### config.mk
export PLATFORM = sky130hd
export DESIGN_NAME = id_control_pipe_flat
export DESIGN_NICKNAME = d
export VERILOG_FILES = /design/src/rtl/id_control_pipe_pkg.sv /design/src/rtl/id_control_pipe_if.sv /design/src/rtl/id_control_pipe_ctrl_decode.sv /design/src/rtl/id_control_pipe.sv /design/src/flat_wrapper.sv
export SDC_FILE = /design/constraint.sdc
export NUM_CORES = 1
export LEC_CHECK = 0
export ABC_CLOCK_PERIOD_IN_PS = 6750
export CORE_MARGIN = 1.5
export CORE_UTILIZATION = 25
export CTS_BUF_LIST = sky130_fd_sc_hd__clkbuf_4 sky130_fd_sc_hd__clkbuf_8
export DETAILED_ROUTE_END_ITERATION = 8
export HOLD_SLACK_MARGIN = 0.06
export PLACE_DENSITY = 0.52
export SLEW_MARGIN = 30
export SYNTH_ARGS = -nofsm -noshare
export SYNTH_HDL_FRONTEND = slang
export SYNTH_SLANG_ARGS = --single-unit
### constraint.sdc
create_clock -name clk -period 6.75 [get_ports clk]
set_input_delay 1.35 -clock clk [delete_from_list [all_inputs] [get_ports clk]]
set_output_delay 1.35 -clock clk [all_outputs]
set_load 0.005 [all_outputs]
### src/rtl/id_control_pipe_pkg.sv
// Shared RV32I control definitions: opcode map, ALU op encodings and the
// control bundle carried from ID to EX.
package riscv_ctrl_pkg;

  localparam logic [6:0] OP_R      = 7'b0110011;
  localparam logic [6:0] OP_IMM    = 7'b0010011;
  localparam logic [6:0] OP_LOAD   = 7'b0000011;
  localparam logic [6:0] OP_STORE  = 7'b0100011;
  localparam logic [6:0] OP_BRANCH = 7'b1100011;
  localparam logic [6:0] OP_JAL    = 7'b1101111;
  localparam logic [6:0] OP_JALR   = 7'b1100111;
  localparam logic [6:0] OP_LUI    = 7'b0110111;
  localparam logic [6:0] OP_AUIPC  = 7'b0010111;

  localparam logic [1:0] ALUOP_ADD   = 2'b00;
  localparam logic [1:0] ALUOP_BR    = 2'b01;
  localparam logic [1:0] ALUOP_ARITH = 2'b10;
  localparam logic [1:0] ALUOP_PASS  = 2'b11;

  // MSB first: branch ... illegal
  typedef struct packed {
    logic       branch;
    logic       jump;
    logic       jalr;
    logic       mem_read;
    logic       mem_to_reg;
    logic       mem_write;
    logic       alu_src;
    logic       a_sel_pc;
    logic       reg_write;
    logic [1:0] alu_op;
    logic       illegal;
  } ctrl_t;

  localparam int CTRL_W = $bits(ctrl_t);

endpackage

### src/rtl/id_control_pipe_if.sv
// Handshake bundle between IF/ID (upstream), the ID stage and EX (downstream).
// The slave modport is the ID stage view; master is the environment view.
interface id_control_pipe_if
  import riscv_ctrl_pkg::*;
#(
  parameter int XLEN     = 32,
  parameter int REG_AW   = 5,
  parameter int STALL_CW = 16
);
  logic                in_valid;
  logic                in_ready;
  logic [31:0]         in_instr;
  logic [XLEN-1:0]     in_pc;
  logic                flush;
  logic                out_valid;
  logic                out_ready;
  ctrl_t               out_ctrl;
  logic [REG_AW-1:0]   out_rd;
  logic [REG_AW-1:0]   out_rs1;
  logic [REG_AW-1:0]   out_rs2;
  logic [XLEN-1:0]     out_pc;
  logic [STALL_CW-1:0] stall_cnt;

  modport master (
    output in_valid, in_instr, in_pc, flush, out_ready,
    input  in_ready, out_valid, out_ctrl, out_rd, out_rs1, out_rs2, out_pc, stall_cnt
  );

  modport slave (
    input  in_valid, in_instr, in_pc, flush, out_ready,
    output in_ready, out_valid, out_ctrl, out_rd, out_rs1, out_rs2, out_pc, stall_cnt
  );
endinterface

### src/rtl/id_control_pipe_ctrl_decode.sv
// Combinational RV32I main decoder: opcode -> control bundle, plus which
// source registers the opcode actually reads (used for hazard matching).
module ctrl_decode
  import riscv_ctrl_pkg::*;
(
  input  logic [6:0] i_opcode,
  output ctrl_t      o_ctrl,
  output logic       o_uses_rs1,
  output logic       o_uses_rs2
);

  // Decode table; unknown opcodes still flow as illegal so EX can trap.
  always_comb begin
    o_ctrl     = '0;
    o_uses_rs1 = 1'b1;
    o_uses_rs2 = 1'b0;
    case (i_opcode)
      OP_R: begin
        o_ctrl.reg_write = 1'b1;
        o_ctrl.alu_op    = ALUOP_ARITH;
        o_uses_rs2       = 1'b1;
      end
      OP_IMM: begin
        o_ctrl.alu_src   = 1'b1;
        o_ctrl.reg_write = 1'b1;
        o_ctrl.alu_op    = ALUOP_ARITH;
      end
      OP_LOAD: begin
        o_ctrl.alu_src    = 1'b1;
        o_ctrl.mem_read   = 1'b1;
        o_ctrl.mem_to_reg = 1'b1;
        o_ctrl.reg_write  = 1'b1;
        o_ctrl.alu_op     = ALUOP_ADD;
      end
      OP_STORE: begin
        o_ctrl.alu_src   = 1'b1;
        o_ctrl.mem_write = 1'b1;
        o_ctrl.alu_op    = ALUOP_ADD;
        o_uses_rs2       = 1'b1;
      end
      OP_BRANCH: begin
        o_ctrl.branch = 1'b1;
        o_ctrl.alu_op = ALUOP_BR;
        o_uses_rs2    = 1'b1;
      end
      OP_JAL: begin
        o_ctrl.jump      = 1'b1;
        o_ctrl.a_sel_pc  = 1'b1;
        o_ctrl.reg_write = 1'b1;
        o_ctrl.alu_op    = ALUOP_PASS;
        o_uses_rs1       = 1'b0;
      end
      OP_JALR: begin
        o_ctrl.jump      = 1'b1;
        o_ctrl.jalr      = 1'b1;
        o_ctrl.alu_src   = 1'b1;
        o_ctrl.reg_write = 1'b1;
        o_ctrl.alu_op    = ALUOP_PASS;
      end
      OP_LUI: begin
        o_ctrl.alu_src   = 1'b1;
        o_ctrl.reg_write = 1'b1;
        o_ctrl.alu_op    = ALUOP_PASS;
        o_uses_rs1       = 1'b0;
      end
      OP_AUIPC: begin
        o_ctrl.alu_src   = 1'b1;
        o_ctrl.a_sel_pc  = 1'b1;
        o_ctrl.reg_write = 1'b1;
        o_ctrl.alu_op    = ALUOP_ADD;
        o_uses_rs1       = 1'b0;
      end
      default: begin
        o_ctrl.illegal = 1'b1;
      end
    endcase
  end

endmodule

### src/rtl/id_control_pipe.sv
// ID-stage control unit owning the ID/EX control register: decodes the
// instruction, inserts load-use bubbles, honours EX flushes and keeps a
// saturating count of the bubbles it inserted.
module id_control_pipe
  import riscv_ctrl_pkg::*;
#(
  parameter int XLEN      = 32,
  parameter int REG_AW    = 5,
  parameter int HAZARD_EN = 1,
  parameter int STALL_CW  = 16
) (
  input logic               clk,
  input logic               rst,
  id_control_pipe_if.slave  bus
);

  ctrl_t               w_dec_ctrl;
  logic                w_uses_rs1;
  logic                w_uses_rs2;
  logic [REG_AW-1:0]   w_rd;
  logic [REG_AW-1:0]   w_rs1;
  logic [REG_AW-1:0]   w_rs2;
  logic                w_load_en;
  logic                w_hazard;
  logic                w_unused;

  logic                r_valid;
  ctrl_t               r_ctrl;
  logic [REG_AW-1:0]   r_rd;
  logic [REG_AW-1:0]   r_rs1;
  logic [REG_AW-1:0]   r_rs2;
  logic [XLEN-1:0]     r_pc;
  logic [STALL_CW-1:0] r_stall_cnt;

  ctrl_decode u_decode (
    .i_opcode   (bus.in_instr[6:0]),
    .o_ctrl     (w_dec_ctrl),
    .o_uses_rs1 (w_uses_rs1),
    .o_uses_rs2 (w_uses_rs2)
  );

  assign w_rd  = REG_AW'(bus.in_instr[11:7]);
  assign w_rs1 = REG_AW'(bus.in_instr[19:15]);
  assign w_rs2 = REG_AW'(bus.in_instr[24:20]);

  // funct3/funct7 are decoded in EX, not here
  assign w_unused = ^{bus.in_instr[31:25], bus.in_instr[14:12]};

  assign w_load_en = !r_valid || bus.out_ready;

  // A load in ID/EX whose rd feeds a source the incoming opcode actually reads
  assign w_hazard = (HAZARD_EN != 0) && r_valid && r_ctrl.mem_read && (r_rd != '0) &&
                    ((w_uses_rs1 && (r_rd == w_rs1)) || (w_uses_rs2 && (r_rd == w_rs2)));

  // rst gates in_ready so nothing is accepted while the register is held in reset
  assign bus.in_ready = !rst && w_load_en && !w_hazard && !bus.flush;

  assign bus.out_valid = r_valid;
  assign bus.out_ctrl  = r_ctrl;
  assign bus.out_rd    = r_rd;
  assign bus.out_rs1   = r_rs1;
  assign bus.out_rs2   = r_rs2;
  assign bus.out_pc    = r_pc;
  assign bus.stall_cnt = r_stall_cnt;

  // ID/EX register update: flush > bubble > load > drain > hold
  always_ff @(posedge clk or posedge rst) begin
    if (rst) begin
      r_valid     <= 1'b0;
      r_ctrl      <= '0;
      r_rd        <= '0;
      r_rs1       <= '0;
      r_rs2       <= '0;
      r_pc        <= '0;
      r_stall_cnt <= '0;
    end else if (bus.flush) begin
      r_valid <= 1'b0;
    end else if (w_load_en && w_hazard) begin
      r_valid <= 1'b0;
      r_ctrl  <= '0;
      if (r_stall_cnt != '1) begin
        r_stall_cnt <= r_stall_cnt + STALL_CW'(1);
      end
    end else if (w_load_en && bus.in_valid) begin
      r_valid <= 1'b1;
      r_ctrl  <= w_dec_ctrl;
      r_rd    <= w_rd;
      r_rs1   <= w_rs1;
      r_rs2   <= w_rs2;
      r_pc    <= bus.in_pc;
    end else if (w_load_en) begin
      r_valid <= 1'b0;
    end
  end

endmodule
### src/flat_wrapper.sv
// flat-port wrapper written by rule: the top's interface ports become plain ports
module id_control_pipe_flat import riscv_ctrl_pkg::*;
#(
  parameter int XLEN      = 32,
  parameter int REG_AW    = 5,
  parameter int HAZARD_EN = 1,
  parameter int STALL_CW  = 16
)
  (clk, rst, bus_in_valid, bus_in_instr, bus_in_pc, bus_flush, bus_out_ready, bus_in_ready, bus_out_valid, bus_out_ctrl, bus_out_rd, bus_out_rs1, bus_out_rs2, bus_out_pc, bus_stall_cnt);
  id_control_pipe_if #(.XLEN(XLEN), .REG_AW(REG_AW), .STALL_CW(STALL_CW)) bus_i ();
  input logic clk;
  input logic rst;
  input wire logic [$bits(bus_i.in_valid)-1:0] bus_in_valid;
  input wire logic [$bits(bus_i.in_instr)-1:0] bus_in_instr;
  input wire logic [$bits(bus_i.in_pc)-1:0] bus_in_pc;
  input wire logic [$bits(bus_i.flush)-1:0] bus_flush;
  input wire logic [$bits(bus_i.out_ready)-1:0] bus_out_ready;
  output wire logic [$bits(bus_i.in_ready)-1:0] bus_in_ready;
  output wire logic [$bits(bus_i.out_valid)-1:0] bus_out_valid;
  output wire logic [$bits(bus_i.out_ctrl)-1:0] bus_out_ctrl;
  output wire logic [$bits(bus_i.out_rd)-1:0] bus_out_rd;
  output wire logic [$bits(bus_i.out_rs1)-1:0] bus_out_rs1;
  output wire logic [$bits(bus_i.out_rs2)-1:0] bus_out_rs2;
  output wire logic [$bits(bus_i.out_pc)-1:0] bus_out_pc;
  output wire logic [$bits(bus_i.stall_cnt)-1:0] bus_stall_cnt;
  assign bus_i.in_valid = bus_in_valid;
  assign bus_i.in_instr = bus_in_instr;
  assign bus_i.in_pc = bus_in_pc;
  assign bus_i.flush = bus_flush;
  assign bus_i.out_ready = bus_out_ready;
  assign bus_in_ready = bus_i.in_ready;
  assign bus_out_valid = bus_i.out_valid;
  assign bus_out_ctrl = bus_i.out_ctrl;
  assign bus_out_rd = bus_i.out_rd;
  assign bus_out_rs1 = bus_i.out_rs1;
  assign bus_out_rs2 = bus_i.out_rs2;
  assign bus_out_pc = bus_i.out_pc;
  assign bus_stall_cnt = bus_i.stall_cnt;
  id_control_pipe #(.XLEN(XLEN), .REG_AW(REG_AW), .HAZARD_EN(HAZARD_EN), .STALL_CW(STALL_CW)) u_core (.clk(clk), .rst(rst), .bus(bus_i));
endmodule
==> results.json, run 1 <==
{
  "grt.overflow.total": 0,
  "cts_tree": "yes",
  "cts_setup_buffers": 0,
  "ys_ff_latch": 75,
  "multi_input_area_mm2": 0.001484,
  "synthCells": 255,
  "drv_slew": 0,
  "period_minus_slack_ns": 5.008,
  "fmax_mhz": 199.7,
  "crit_type": "input port to primary output",
  "cts_hold_buf": 0,
  "cts_max_path_buffers": 2,
  "synth.yosys.seq_area_share_pct": 53.25,
  "crit_chain": "clkdlybuf4s50_1 > or3b_2 > a21oi_1 > nor4_2 > nor4b_1 > clkdlybuf4s50_1",
  "die_h_um": 121.7,
  "p_per_area_mw_per_mm2": 230.5,
  "fin_crit_sh_pct": 74.20,
  "worstMarginPinSlew_ns": 0.6698,
  "fillers": 1320,
  "final_common_cell": "clkdlybuf4s50_1",
  "cts_sinks": 75,
  "syn-cell-area_mm2": 0.003525,
  "clkLatencyLatePin_ns": 0.35,
  "cellLeakagePower_nw": 2.167,
  "finClkSkew_ns": 0.008709,
  "start_kind": "input port",
  "dieArea_mm2": 0.01482,
  "drv_cap": 0,
  "grt_pass1_wl_um": 13550,
  "hold_path_class": "flop to flop",
  "nets": 462,
  "syn_avg_cell_area_um2": 13.82,
  "whs_ns": 0.4820,
  "syn_to_final_growth_pct": 47.60,
  "setup_viol": 0,
  "peakVddDrop_v": 0.00008083,
  "final-hold-violation-count": 0,
  "synth_cell_types": 42,
  "place_area_mm2": 0.004984,
  "finalSetupTns_ns": 0,
  "syn_nets": 325,
  "num_rows": 43,
  "yosysTopAreaCell": "dfrtp_1",
  "layout-drive-gt1-share_pct": 19.44,
  "stdcell_area_mm2": 0.005202,
  "initialDrtViolationCount": 109,
  "seq_area_mm2": 0.001877,
  "io_buffers": 135,
  "critPathMaxFanout": 9,
  "rsz0062_at_grt": "no",
  "critical-path-max-stage-delay_ns": 0.58,
  "wl_per_cell_um": 14.71,
  "cp-end-kind": "primary output",
  "crit_arrival_ns": 3.66,
  "via_per_inst": 4.391,
  "path_clk_slew_ns": 0.07,
  "routed_wl_um": 8473,
  "ys_top_cells_by_area": "dfrtp_1 (53%), mux2_4 (13%), xnor2_1 (6.0%)",
  "core_area_mm2": 0.01383,
  "antenna_cells": 0,
  "gp_congestion": 0.7529,
  "cts_resized": 0,
  "synth_top_cell_area_share_pct": 53.25,
  "grt_use_total_pct": 12.07,
  "synth_compound_area_share_pct": 5.609,
  "async_flop_share_pct": 100.0,
  "slew_headroom_pct": 54.98,
  "synth_top_family_by_area": "multiplexers",
  "grt_pass1_vias": 2553,
  "ant_nets": 0,
  "vias": 2529,
  "synth_mux_area_share_pct": 18.64,
  "die_w_um": 121.7,
  "critical_path.slowest_cell": "clkdlybuf4s50_1",
  "drc": 0,
  "yosysWarnings": 0,
  "cpMostUsedCell": "clkdlybuf4s50_1",
  "grt_max_degree": 42,
  "pin_count": 146,
  "ys.flop_type": "dfrtp_1",
  "required_ns": 5.40,
  "cts_buffers": 9,
  "cts_max_level": 3,
  "initial_core_util_pct": 25.49,
  "synth-edff-count": 0,
  "outcome": "finished, final reports clean",
  "yosys.area_share.simple_pct": 11.29,
  "hpwl_um": 6160,
  "layout_common_cells": "clkdlybuf4s50_1 (135), dfrtp_1 (75), mux2_4 (31)",
  "drtPass1Iterations": 4,
  "antenna_found_initial": 0,
  "synthAdderAreaFrac_pct": 0.3550,
  "synth-xor-area-share_pct": 6.212,
  "cts_root_buf": "clkbuf_8"
}
## critical path: cells and delay by family
family | cells | cell delay (ns)
buffers and inverters | 2 | 1.16
AO/OA/AOI/OAI | 1 | 0.21
AND/OR/NAND/NOR | 3 | 0.94
## where the power goes
group	leakage, nW	total [mW]	switching [mW]	internal (mW)
logic	1.11	0.273	0.0813	0.192
clock network	0.113	0.389	0.168	0.221
registers	0.939	0.537	0.0359	0.501
total	2.17	1.20	0.285	0.914
## worst paths after layout
check | startpoint | to | slack [ns] | depth (start not counted)
setup / recovery | bus_in_instr[6] | bus_in_ready | 1.74 | 6
hold / removal | u_core.bus.out_ctrl[6] | u_core.bus.out_ctrl[6] | 0.48 | 2
setup reg to reg | u_core.bus.out_rd[4] | u_core.bus.stall_cnt[1] | 4.22 | 5
hold reg to reg | u_core.bus.out_ctrl[6] | u_core.bus.out_ctrl[6] | 0.48 | 2
max in group asynchronous | rst | u_core.bus.out_ctrl[1] | 4.41 | 3
min in group asynchronous | rst | u_core.bus.out_valid | 1.40 | 2
## metal layers
metal | vias to the layer above | track usage, % | part of all wire (%)
li1 | 1190 | - | -
met1 | 1259 | 15.88 | 45
met2 | 70 | 18.47 | 48
met3 | 10 | 4.026 | 5.3
met4 | 0 | 4.412 | 1.1
met5 | - | 0 | 0
## cell type report
cell class                 instances  share of cell area [%]
clock inverter                     4                   1.419
clock buffer                      11                   2.790
inverter                           4                  0.3127
multi-input combinational        163                   28.52
sequential                        75                   36.08
tap                              180                   4.329
timing repair buffer             139                   26.55
## cell usage after synthesis, types with 2 or more instances
cell type and number:
inv_1 4, mux2_4 31, buf_12 3, a32o_1 3
nand3_1 10, and2_1 3, dfrtp_1 75, nor2b_1 4
nand4_1 7, mux2_2 17, buf_4 2, a22o_1 7
and4_1 3, nand4b_1 2, nand2_1 11, nor2_1 6
xnor2_1 24, buf_6 4, buf_2 2, and3_1 5
a21oi_1 7, o21ai_0 5
## per-stage QoR
step | utilization (%) | setup slack [ns] | instances | power, mW
after floorplan | - | 2.853 | 255 | 0.6608
after global placement | 36.04 | 1.750 | 561 | 0.8207
after detailed placement | 36.04 | 1.713 | 561 | 0.8239
after CTS | 37.63 | 1.707 | 576 | 1.222
after global routing | 37.63 | 1.624 | 576 | 1.264
final | 37.63 | 1.742 | 576 | 1.199
## state kept, by name (all words and copies together) (netlist names)
signal	count
u_core.bus.stall_cnt	16
u_core.bus.out_rs2	5
u_core.bus.out_rs1	5
u_core.bus.out_valid	1
u_core.bus.out_pc	32
u_core.bus.out_ctrl	11
u_core.bus.out_rd	5
## kinds of logic after synthesis
kind of cell               after synthesis
DFF                                     75
and+or+nand+nor                         62
muxes                                   48
AOI/OAI and AO/OA                       27
xor gates and xnor gates                25
buffers and inverters                   17
adders and majority gates                1
Power figures use the tool's default switching activity.
==> inputs of run 2 (changes only) <==
--- a/config.mk
+++ b/config.mk
@@ -5,13 +5,13 @@
 export SDC_FILE = /design/constraint.sdc
 export NUM_CORES = 1
 export LEC_CHECK = 0
-export ABC_CLOCK_PERIOD_IN_PS = 6750
+export ABC_CLOCK_PERIOD_IN_PS = 4600
 export CORE_MARGIN = 1.5
 export CORE_UTILIZATION = 25
 export CTS_BUF_LIST = sky130_fd_sc_hd__clkbuf_4 sky130_fd_sc_hd__clkbuf_8
 export DETAILED_ROUTE_END_ITERATION = 8
 export HOLD_SLACK_MARGIN = 0.06
-export PLACE_DENSITY = 0.52
+export PLACE_DENSITY = 0.53
 export SLEW_MARGIN = 30
 export SYNTH_ARGS = -nofsm -noshare
 export SYNTH_HDL_FRONTEND = slang
==> constraint.sdc (replaced) <==
create_clock -name clk -period 4.6 [get_ports clk]
set_input_delay 0.92 -clock clk [delete_from_list [all_inputs] [get_ports clk]]
set_output_delay 0.92 -clock clk [all_outputs]
set_load 0.005 [all_outputs]
==> run 2 against run 1 <==
Count of clock-buffer cells in the layout unchanged. Non-clock buffer count rose by 2. Register-to-register slack got worse by 2.2 ns. Setup slack got worse by 1.3 ns. Combinational power increased by 48%. Global-route usage is 0.54 points higher. Sequential share of layout area up 0.22 points. Largest power group unchanged. Highest routed layer unchanged.
==> results.json, run 2 (synthesized netlist as in run 1, its figures left out) <==
{
  "placed_cells_incl_taps": 563,
  "cts_max_level": 3,
  "rsz0062_at_grt": "no",
  "die_w_um": 121.7,
  "cts_setup_buffers": 0,
  "rrSetupSlack_ns": 2.03,
  "final_common_cell": "clkdlybuf4s50_1",
  "drtPass1Iterations": 6,
  "crit_arrival_ns": 3.29,
  "cp-end-kind": "primary output",
  "gp_congestion": 0.8027,
  "place_area_mm2": 0.004999,
  "fmax_mhz": 237.7,
  "routed-wl-met2_um": 4396,
  "p_per_area_mw_per_mm2": 320.9,
  "routed_wl_um": 8958,
  "antenna_found_initial": 0,
  "dieArea_mm2": 0.01482,
  "peakVddDrop_v": 0.0001082,
  "layout-drive-gt1-share_pct": 19.85,
  "critPathMaxFanout": 8,
  "fillers": 1339,
  "num_rows": 43,
  "grt_pass1_vias": 2654,
  "pin_count": 146,
  "io_buffers": 135,
  "instances_no_fill": 578,
  "worstHoldPathCells": 2,
  "hold_start": "u_core.bus.out_ctrl[6]",
  "seq_area_mm2": 0.001877,
  "antenna_cells": 0,
  "multi_input_area_mm2": 0.001484,
  "cts_root_buf": "clkbuf_8",
  "cts_resized": 0,
  "final-hold-violation-count": 0,
  "r2r_cells": 5,
  "wl_met1_um": 4038,
  "die_h_um": 121.7,
  "layout_common_cells": "clkdlybuf4s50_1 (135), dfrtp_1 (75), mux2_4 (31)",
  "hpwl_um": 6413,
  "hold_path_class": "flop to flop",
  "whs_ns": 0.4801,
  "period_minus_slack_ns": 4.206,
  "grt_use_total_pct": 12.61,
  "drv_cap": 0,
  "timing.rr.end": "u_core.bus.stall_cnt[1]",
  "crit_type": "input port to primary output",
  "outcome": "finished, final reports clean",
  "grt_max_degree": 51,
  "fin_crit_sh_pct": 91.44,
  "grt.overflow.total": 0,
  "cts_hold_buf": 0,
  "via_per_inst": 4.372,
  "cts_max_path_buffers": 2,
  "post-route-util_pct": 37.40,
  "cts_sinks": 75,
  "cts_tree": "yes",
  "drv_slew": 0,
  "wl_per_cell_um": 15.50,
  "largest_register_ffs": 32,
  "finClkSkew_ns": 0.01127,
  "vias": 2527,
  "clkLatencyLatePin_ns": 0.36,
  "post-place-ws_ns": 0.3860,
  "setup_viol": 0,
  "stdcell_area_mm2": 0.005171,
  "r2r_start": "u_core.bus.out_rd[0]",
  "total_power_mw": 1.660,
  "path_clk_slew_ns": 0.08,
  "maxUsedRoutingLayer": "met4",
  "start_kind": "input port",
  "initialDrtViolationCount": 139,
  "initial_core_util_pct": 25.49,
  "finalSetupTns_ns": 0,
  "required_ns": 3.68,
  "cellLeakagePower_nw": 2.153,
  "syn_to_final_growth_pct": 46.72,
  "setup_slack_ns": 0.3938,
  "grt_pass1_wl_um": 14160,
  "ant_nets": 0,
  "slew_headroom_pct": 52.89,
  "wl_met3_um": 417,
  "cts_buffers": 9,
  "nets": 464,
  "drc": 0,
  "min_to": "u_core.bus.out_ctrl[6]",
  "core_area_mm2": 0.01383,
  "worstMarginPinSlew_ns": 0.7009
}
[run 2: how the worst max path moves through the flow]
stage               startpoint           end  slack (ns)  cells past startpoint
4_1_cts        bus_in_instr[4]  bus_in_ready        0.37                      6
2_1_floorplan  bus_in_instr[6]  bus_in_ready        1.56                      5
6_report       bus_in_instr[4]  bus_in_ready        0.39                      6
3_5_place_dp   bus_in_instr[4]  bus_in_ready        0.39                      6
3_3_place_gp   bus_in_instr[4]  bus_in_ready        0.43                      6
5_1_grt        bus_in_instr[4]  bus_in_ready        0.22                      6
[run 2: per-layer routing]
layer,track usage (%),up-vias
met1,16.02,1264
li1,-,1189
met4,4.632,0
met5,0,-
met3,3.933,9
met2,20.16,65
[run 2: cell type report]
class                           instances  area share, %
Clock inverter                          4         0.5081
Timing Repair Buffer                  141          27.00
Tap cell                              180          4.355
Inverter                                4         0.3387
Sequential cell                        75          36.29
Multi-Input combinational cell        163          28.70
Clock buffer                           11          2.807
[run 2: where the power goes]
part / switching, mW / internal, mW / total (mW) / leakage [nW]
Clock: 0.254 / 0.214 / 0.468 / 0.0890
Combinational: 0.121 / 0.283 / 0.403 / 1.12
Sequential: 0.0533 / 0.735 / 0.789 / 0.939
[run 2: critical path, stage by stage]
cell and delay (ns):
clkdlybuf4s50_1 0.61, or3b_2 0.50, a21oi_1 0.25, nor4_2 0.13, nor4b_1 0.29, clkdlybuf4s50_1 0.58
==> inputs of run 3 (changes only) <==
--- a/config.mk
+++ b/config.mk
@@ -7,11 +7,12 @@
 export LEC_CHECK = 0
 export ABC_CLOCK_PERIOD_IN_PS = 4600
 export CORE_MARGIN = 1.5
-export CORE_UTILIZATION = 25
+export CORE_UTILIZATION = 40
 export CTS_BUF_LIST = sky130_fd_sc_hd__clkbuf_4 sky130_fd_sc_hd__clkbuf_8
 export DETAILED_ROUTE_END_ITERATION = 8
 export HOLD_SLACK_MARGIN = 0.06
-export PLACE_DENSITY = 0.53
+export PLACE_DENSITY = 0.79
+export SKIP_LAST_GASP = 1
 export SLEW_MARGIN = 30
 export SYNTH_ARGS = -nofsm -noshare
 export SYNTH_HDL_FRONTEND = slang
==> run 3 against run 2 <==
Setup slack better by 0.072 ns. Worst hold slack got worse by 0.0078 ns. Global-route usage rose by 5.1 points. Critical endpoint unchanged. First-iteration DRC count down 66%.
==> results.json, run 3 (synthesized netlist as in run 1, its figures left out) <==
{
  "outcome": "finished, final reports clean",
  "worstMarginPinSlew_ns": 0.7854,
  "via_per_inst": 5.002,
  "finalSetupTns_ns": 0,
  "required_ns": 3.68,
  "routed_wl_um": 7875,
  "num_rows": 34,
  "die_w_um": 96.87,
  "post-route-util_pct": 59.43,
  "ant_nets": 0,
  "final_common_cell": "clkdlybuf4s50_1",
  "die_h_um": 96.87,
  "largest_register_ffs": 32,
  "grt_pass1_wl_um": 13400,
  "cts_tree": "yes",
  "cts_resized": 0,
  "cts_buffers": 9,
  "antenna_found_initial": 0,
  "hold_path_class": "flop to flop",
  "initial_core_util_pct": 40.81,
  "period_minus_slack_ns": 4.134,
  "seq_area_mm2": 0.001877,
  "pin_count": 146,
  "layout-drive-gt1-share_pct": 19.85,
  "grt_max_degree": 46,
  "rsz0062_at_grt": "no",
  "io_buffers": 135,
  "grt.overflow.total": 0,
  "path_clk_slew_ns": 0.08,
  "p_per_area_mw_per_mm2": 344.8,
  "place_area_mm2": 0.004901,
  "clkLatencyLatePin_ns": 0.34,
  "crit_arrival_ns": 3.21,
  "fmax_mhz": 241.9,
  "vias": 2531,
  "cts_root_buf": "clkbuf_8",
  "syn_to_final_growth_pct": 45.62,
  "drv_cap": 0,
  "layout_common_cells": "clkdlybuf4s50_1 (135), dfrtp_1 (75), mux2_4 (31)",
  "crit_type": "input port to primary output",
  "cts_sinks": 75,
  "initialDrtViolationCount": 47,
  "cts_setup_buffers": 0,
  "nets": 463,
  "finClkSkew_ns": 0.007687,
  "gp_congestion": 0.8062,
  "peakVddDrop_v": 0.0001885,
  "antenna_cells": 0,
  "grt_use_total_pct": 17.66,
  "stdcell_area_mm2": 0.005132,
  "critPathMaxFanout": 8,
  "slew_headroom_pct": 47.58,
  "final-hold-violation-count": 0,
  "hpwl_um": 5784,
  "drtPass1Iterations": 4,
  "cts_max_level": 3,
  "fin_crit_sh_pct": 89.88,
  "fillers": 705,
  "core_area_mm2": 0.008636,
  "cellLeakagePower_nw": 2.176,
  "setup_viol": 0,
  "post-place-ws_ns": 0.4919,
  "setup_slack_ns": 0.4655,
  "multi_input_area_mm2": 0.001484,
  "cts_max_path_buffers": 2,
  "drc": 0,
  "cp-end-kind": "primary output",
  "drv_slew": 0,
  "wl_per_cell_um": 15.56,
  "dieArea_mm2": 0.009384,
  "cts_hold_buf": 0,
  "start_kind": "input port",
  "grt_pass1_vias": 2672
}
-- run 3: routing by layer --
metal  share of wire, %  global-route usage (%)  up-vias
li1                   -                       -     1194
met2                 48                   28.29       97
met1                 44                   22.34     1234
met4               0.74                   5.463        0
met5                  0                       0        -
met3                7.2                   6.431        6
-- run 3: layout make-up --
| cell class | instances | share of cell area, % |
|---|---|---|
| Clock inverter | 4 | 1.414 |
| Clock buffer | 12 | 3.096 |
| Timing Repair Buffer | 140 | 27.06 |
| Inverter | 4 | 0.3169 |
| Sequential cell | 75 | 36.57 |
| Multi-Input combinational cell | 163 | 28.91 |
| Tap cell | 108 | 2.633 |
-- run 3: report_power, final --
group	internal (mW)	switching (mW)	total, mW
logic	0.281	0.119	0.401
clock network	0.341	0.239	0.580
registers	0.736	0.0537	0.789
-- run 3: worst max-delay path: stages --
cell	delay (ns)
clkdlybuf4s50_1	0.58
or3b_2	0.50
a21oi_1	0.25
nor4_2	0.07
nor4b_1	0.30
clkdlybuf4s50_1	0.59
-- run 3: path summary, 6_finish.rpt --
kind,from,end,slack [ns],depth (start not counted)
setup / recovery,bus_in_instr[4],bus_in_ready,0.47,6
hold / removal,u_core.bus.out_ctrl[6],u_core.bus.out_ctrl[6],0.47,2
setup reg to reg,u_core.bus.out_rd[0],u_core.bus.out_pc[10],1.97,7
hold reg to reg,u_core.bus.out_ctrl[6],u_core.bus.out_ctrl[6],0.47,2
max in group asynchronous,rst,u_core.bus.stall_cnt[12],2.67,3
min in group asynchronous,rst,u_core.bus.out_ctrl[0],1.07,2
-- run 3: stage by stage --
stage / hold slack, ns / power (mW) / std cells
after CTS: 0.4815 / 1.794 / 506
after floorplan: 0.4628 / 0.9697 / 255
after global routing: 0.5242 / 1.855 / 506
after global placement: 0.4598 / 1.195 / 490
after detailed placement: 0.4622 / 1.207 / 490
final: 0.4723 / 1.770 / 506
